## config.mk

```make
export PLATFORM = sky130hd
export DESIGN_NAME = frame_sequencer
export DESIGN_NICKNAME = d
export VERILOG_FILES = /design/src/rtl/frame_sequencer.sv
export SDC_FILE = /design/constraint.sdc
export NUM_CORES = 1
export LEC_CHECK = 0
export BUFFER_PORTS_ARGS = -buffer_cell sky130_fd_sc_hd__buf_2
export CORE_ASPECT_RATIO = 0.8
export CORE_UTILIZATION = 58
export DETAILED_ROUTE_END_ITERATION = 8
export GPL_TIMING_DRIVEN = 0
export PLACE_DENSITY_LB_ADDON = 0.1
export SLEW_MARGIN = 10
export SYNTH_ARGS = -nofsm -noshare
export SYNTH_HDL_FRONTEND = slang
export SYNTH_SLANG_ARGS = --single-unit
```

## constraint.sdc

```tcl
create_clock -name clk -period 2.7 [get_ports clk]
set_input_delay 0.405 -clock clk [delete_from_list [all_inputs] [get_ports clk]]
set_output_delay 0.405 -clock clk [all_outputs]
set_load 0.01 [all_outputs]
```

## src/rtl/frame_sequencer.sv

```systemverilog
// Frame sequencer: queues {polarity,state} requests in a 4-deep FIFO and drives
// start/polarity/state to a serial transmitter, with timeout, release and gap phases.
module frame_sequencer #(
    parameter int GAP_CYCLES     = 8,
    parameter int TIMEOUT_CYCLES = 200
) (
    input  logic        clk,
    input  logic        rst,
    input  logic        req_valid,
    input  logic        req_pol,
    input  logic        req_state,
    output logic        req_ready,
    input  logic        flush,
    input  logic        eoc,
    output logic        start,
    output logic        polarity,
    output logic        state,
    output logic        busy,
    output logic [2:0]  fifo_level,
    output logic        frame_done,
    output logic        timeout_err,
    output logic [15:0] frame_count
);

    typedef enum logic [1:0] {IDLE, SEND, RELEASE, GAP} fsm_t;

    localparam logic [7:0] TIMEOUT_LAST = 8'(TIMEOUT_CYCLES - 1);
    localparam logic [7:0] GAP_LOAD     = 8'(GAP_CYCLES - 1);

    fsm_t       fsm;
    logic [1:0] mem [4];
    logic [1:0] wr_ptr;
    logic [1:0] rd_ptr;
    logic [2:0] level;
    logic [7:0] tcnt;
    logic [7:0] gcnt;
    logic       push;
    logic       pop;

    assign req_ready  = (level != 3'd4) && !flush;
    assign push       = req_valid && req_ready;
    // Only IDLE pops, and flush cancels it, so a pop never sees the entry pushed on the same edge.
    assign pop        = (fsm == IDLE) && (level != 3'd0) && !flush;
    assign fifo_level = level;
    assign busy       = (fsm != IDLE);

    // NOTE: storage has no reset; validity is tracked by the pointers and level alone.
    always_ff @(posedge clk) begin
        if (push) begin
            mem[wr_ptr] <= {req_pol, req_state};
        end
    end

    // NOTE: all clocked state uses non-blocking assignments so every block sees pre-edge values.
    always_ff @(posedge clk or negedge rst) begin
        if (!rst) begin
            wr_ptr <= '0;
            rd_ptr <= '0;
            level  <= '0;
        end else if (flush) begin
            wr_ptr <= '0;
            rd_ptr <= '0;
            level  <= '0;
        end else begin
            if (push) wr_ptr <= wr_ptr + 2'd1;
            if (pop)  rd_ptr <= rd_ptr + 2'd1;
            level <= level + 3'(push) - 3'(pop);
        end
    end

    always_ff @(posedge clk or negedge rst) begin
        if (!rst) begin
            fsm         <= IDLE;
            start       <= 1'b0;
            polarity    <= 1'b0;
            state       <= 1'b0;
            frame_done  <= 1'b0;
            timeout_err <= 1'b0;
            frame_count <= '0;
            tcnt        <= '0;
            gcnt        <= '0;
        end else begin
            frame_done  <= 1'b0;
            timeout_err <= 1'b0;
            case (fsm)
                IDLE: begin
                    if (pop) begin
                        {polarity, state} <= mem[rd_ptr];
                        start <= 1'b1;
                        tcnt  <= '0;
                        fsm   <= SEND;
                    end
                end
                SEND: begin
                    tcnt <= tcnt + 8'd1;
                    // Priority: flush aborts silently, then eoc beats a coincident timeout.
                    if (flush) begin
                        start <= 1'b0;
                        fsm   <= RELEASE;
                    end else if (eoc) begin
                        start       <= 1'b0;
                        frame_done  <= 1'b1;
                        frame_count <= frame_count + 16'd1;
                        fsm         <= RELEASE;
                    end else if (tcnt == TIMEOUT_LAST) begin
                        start       <= 1'b0;
                        timeout_err <= 1'b1;
                        fsm         <= RELEASE;
                    end
                end
                RELEASE: begin
                    if (!eoc) begin
                        gcnt <= GAP_LOAD;
                        fsm  <= GAP;
                    end
                end
                GAP: begin
                    if (gcnt == 8'd0) fsm <= IDLE;
                    else              gcnt <= gcnt - 8'd1;
                end
                default: fsm <= IDLE;
            endcase
        end
    end

endmodule

```

After elaboration in Yosys (flattened, before gate mapping):

Memories as Yosys holds them, arrays and structs flattened. A register that Yosys moved wholly into a read port is not among the register bits.
Index checks and enable logic that the tools add are counted.

* register bits after elaboration: 44
* bits in writable memories: 8
* input bits: 7
* output and inout port bits: 26
* logic and storage cells: 80
* memories: 1

Memory list
* mem: words 4, width 2, rd ports 1, clocked after memory_dff 1, write ports 1, line 31 `logic [1:0] mem [4];`

* add/sub/neg operators: 7
* equal/unequal tests: 10
* muxes and demuxes: 31
* bitwise gates (word level): 1
* reductions and logical operators: 20

Operators with widths (number)
* 8-bit case mux with 2 select lines: 2
* 8-bit 2-to-1 mux: 3
* 2-bit 2-to-1 mux: 10
* 16-bit by 1-bit adder with 16-bit output (second input constant): 1
* 1-bit 2-to-1 mux: 13
* 2-bit nonzero test: 5
* 3-bit AND reduction: 3
* 8-bit by 1-bit adder with 8-bit output (second input constant): 1
* 8-bit == test (second input constant): 1
* 8-bit zero test: 1
* 2-bit != test (second input constant): 4
* 2-bit case mux with 4 select lines: 1
* 8-bit by 1-bit subtractor with 8-bit output (second input constant): 1
* 2-bit by 1-bit adder with 2-bit output (second input constant): 2
* 2-bit == test (second input constant): 2
* 1-bit logical AND: 4
* 4-bit != test (second input constant): 1
* 2-bit AND reduction: 2
* 4-bit AND reduction: 1
* 3-bit by 1-bit adder with 3-bit output: 1
* 3-bit 2-to-1 mux: 1
* 3-bit != test (second input constant): 1
* 3-bit nonzero test: 1
* 3-bit by 1-bit subtractor with 3-bit output: 1
* other kinds (5): 6

Logic depth before layout (Yosys ltp):

* depth in word-level cells: 6
* gate-level depth with buffers: 11
* gate-level depth less buffers: 11

Worst setup path before layout:

Ideal clock, no wire load.

* path kind: input to register
* start point: input flush
* end point: register level[2], in the netlist fifo_level[2]
* library setup time: 0.132 ns
* arrival time: 2.241 ns
* data required time: 2.568 ns
* path slack: 0.328 ns
* stages: 11
* path buffers: 1
* cell sequence: clkbuf_1 -> a21oi_1 -> and2_1 -> inv_1 -> ha_1 -> inv_1 -> ha_1 -> inv_1 -> fa_1 -> xnor2_1 -> nor2_1

* cells in the longest elaborated chain, start to end: 6
* elaborated cells on any way between the ends: 7
* classes of those cells: add/sub: 2; mux: 1; reduce/logical: 4

Ends and longest elaborated chain
* from (decl): line 13 `input logic flush,`
* 1-bit zero test: line 40 `assign req_ready = (level != 3'd4) && !flush;`
* 1-bit logical AND: line 40
* named net req_ready: line 12 `output logic req_ready,`
* 1-bit logical AND: line 41 `assign push = req_valid && req_ready;`
* 3-bit by 1-bit adder with 3-bit output: line 67 `level <= level + 3'(push) - 3'(pop);`
* 3-bit by 1-bit subtractor with 3-bit output: line 67
* 3-bit 2-to-1 mux: line 60 `end else if (flush) begin`
* to (signal assigned): line 67
* to (decl): line 34 `logic [2:0] level;`

The timed path passes the listed nets, and every way through them passes these cells.
A chain may end at the register's enable or synchronous reset.

Worst setup path after layout:

* start point: register fsm[0]
* end point: register level[2], in the netlist fifo_level[2]

* cells in the longest elaborated chain, start to end: 5

Ends and longest elaborated chain
* from (decl): line 30 `fsm_t fsm;`
* from (signal assigned): line 73 `fsm <= IDLE;`
* from (signal assigned): line 91 `fsm <= SEND;`
* from (signal assigned): line 99 `fsm <= RELEASE;`
* 2-bit zero test: line 43 `assign pop = (fsm == IDLE) && (level != 3'd0) && !flush;`
* 1-bit logical AND (2 in a row): line 43
* 3-bit by 1-bit subtractor with 3-bit output: line 67
* 3-bit 2-to-1 mux: line 60

No other way between the ends.

==> run summary <==
status: completed
Pwr Density: 842 nW/um^2
CP arrival: 2.60 ns
final critical-path share of the clock period: 89.3%
I/O pins: 33
Avg Cell Area, Syn: 10.9 sq um
Crit path largest cell delay: 0.41 ns
Final min period: 2.41 ns
cell area after synthesis: 2720 sq um
GP Congestion: 0.797
CP Depth: 11
Sink Count: 54
CTS tree: built
drt initial violations: 112
post-synth cell types: 44
Vias/cell: 5.60
# H-tree levels: 2
Remaining DRCs: 0
Worst slew margin: 33.5%
CTS buffer count: 5
Synth Flop Type: dfrtp_1
number of flops mapped to enable cells by yosys: 8
DP Wirelength: 3.60 mm
vias in the first global route: 1857
total grt overflow: 0
worst r2r src: fsm[0]
die area: 4970 sq um
port bufs: 32
1st-pass router iterations: 4
Die Wd: 78.6 um
clk_lat worst skew: 0.32 ns
Final Hold Fails: 0
worst setup path start: fsm[0]
Synth area leader: dfrtp_1
fraction of layout cells with a size suffix above 1: 19.7%
cell row count: 21
final core occ: 70.2%
slew at the pin closest to its max-slew limit: 0.998 ns
CP cell instances: inv_1 > ha_1 > o31ai_1 > nor2_2 > ha_1 > inv_1 > ha_1 > inv_1 > fa_1 > xnor2_1 > nor2_1
Max Fanout on Critical Path: 5
Synth top cells by count: dfrtp_1, nand2_1, nor2_1
clk slew on worst S/H paths: 0.10 ns
#FFs+latches synth: 54
Core ar.: 4340 sq um
Bufs on Longest Clock Path: 2
WL/cell: 14.1 um
Crit path max-delay family: adder cells
Synth area leaders: dfrtp_1, edfxtp_1, ha_1
Yosys top cell area share: 42.3%
worst path bufs/invs: 3
Finish-stage setup viols: 0
Max rail drop VDD: 0.000748 V
RSZ-0062 raised after global routing: no
Layout area overhead: 11.9%
DR vias: 1944
ant diodes: 0
final WL: 4.90 mm
register area share after synthesis: 51.1%
slowest CP cell: dfrtp_1
syn nets: 273
required time worst endpoint: 2.89 ns
first-pass GRT wire length: 8.33 mm
post-synthesis async set-or-reset flop share: 85.2%
placed cell areas: 2950 sq um
Final Cell Area: 3050 sq um
clock root cell: clkbuf_8
Worst R2R Setup Slack: 0.29 ns
crit path to: fifo_level[2]
Worst setup SP type: flop
worst reg2reg endpoint: fifo_level[2]
Final Skew: 0.00818 ns
Die Ht: 63.3 um
initial antenna violation count: 0
R2R cell count: 11
critical path capture point type: flop
largest net degree at the start of global routing: 47
Initial Util: 62.8%
final setup TNS: 0 ns
Fmax: 0.415 GHz
count leader, synth: dfrtp_1
Leakage: 1.48 nW
Maximum Capacitance Violations: 0
crit path kind: flop to flop
antenna violation net count after detailed routing: 0
Yosys Warn Count: 0
GR Util All Layers: 22.2%
Final nets: 312
Synth Instances: 250
Hold Crit Class: input port to asynchronous set/reset pin
Final Max Tran Viols: 0
==> worst register-to-register path: stages (launching register included) <==
cell	delay, ns
dfrtp_1	0.41
inv_1	0.14
ha_1	0.26
o31ai_1	0.14
nor2_2	0.25
ha_1	0.28
inv_1	0.06
ha_1	0.13
inv_1	0.05
fa_1	0.37
xnor2_1	0.16
nor2_1	0.05
==> power by group <==
part / internal [W] / switching [W]
sequential: 0.00100 / 0.000187
clock: 0.000183 / 0.000275
combinational: 0.000408 / 0.000506
total: 0.00160 / 0.000969
==> layer usage <==
layer | up-vias | wire (um) | part of all wire (%) | GRT usage (%)
li1 | 969 | - | - | -
met3 | 7 | 175 | 3.6 | 4.64
met5 | - | 0 | 0 | 0
met2 | 36 | 2260 | 46 | 35.5
met1 | 932 | 2380 | 49 | 28.9
met4 | 0 | 85 | 1.7 | 10.2
==> state kept, by name, indices dropped and copies added (netlist names) <==
signal,cells
state,1
fsm,2
start,1
wr_ptr,2
rd_ptr,2
frame_done,1
mem,8
tcnt,8
gcnt,8
timeout_err,1
fifo_level,3
polarity,1
frame_count,16
==> worst min path at each step <==
| stage | end | cells past startpoint | from | slack, ns |
|---|---|---|---|---|
| after floorplan | fifo_level[0] | 0 | rst | 0.11 |
| after global placement | frame_count[15] | 1 | frame_count[15] | 0.46 |
| after detailed placement | frame_count[15] | 1 | frame_count[15] | 0.46 |
| after CTS | frame_count[15] | 1 | rst | 0.29 |
| after global routing | mem[0][1] | 1 | req_pol | 0.29 |
| final | frame_count[3] | 1 | rst | 0.24 |
==> cells by family after synthesis <==
kind of cell	Yosys count	synth area share [%]
buffers and inverters	18	2.62
AOI/OAI and AO/OA	29	6.94
and+or+nand+nor	103	20.5
muxes	11	5.15
DFF	54	51.1
xor gates and xnor gates	19	6.11
adders and majority gates	16	7.63
==> metrics by stage <==
step / setup WS, ns / total power, W / hold WS, ns / cells
3_5_place_dp: 0.0839 / 0.00212 / 0.459 / 339
4_1_cts: 0.142 / 0.00257 / 0.287 / 347
3_3_place_gp: 0.115 / 0.00207 / 0.456 / 339
2_1_floorplan: 0.328 / 0.00185 / 0.109 / 250
5_1_grt: 0.0953 / 0.00276 / 0.292 / 347
6_report: 0.290 / 0.00256 / 0.244 / 347
==> final cells by class <==
type                    count  area, sq um
flip-flops and latches     54         1390
clock inverters             3         20.0
clock buffers               5         68.8
repair buffers             32          160
well taps                  57         71.3
plain buffers               5         22.5
inverters                  13         48.8
multi-input cells         178         1260
fillers                   339         1290
==> timing repair <==
item / CTS / global route
setup endpoints to repair: 0 / 1
setup buffers: 0 / 0
hold buffers: 0 / 0
resized for setup: 0 / 1
==> placed cells by master, fill, tap and decap left out, types with 4 or more instances in the layout <==
cell      Yosys  final
o21ai_0       5      5
dfrtp_1      46     46
ha_1         15     15
xor2_1        5      5
xnor2_1      14     14
nand4_1       9      9
nor3_1        6      6
inv_1        13     13
clkbuf_8      0      5
buf_2         3     35
nand2_1      24     24
mux2_2        4      4
a21oi_1      10     10
nor2_1       17     16
edfxtp_1      8      8
o31ai_1       5      5
and3_1        7      7
or4_1         4      4
mux2i_1       5      5
nand3_1      12     12
(Power assumes the default switching activity.)
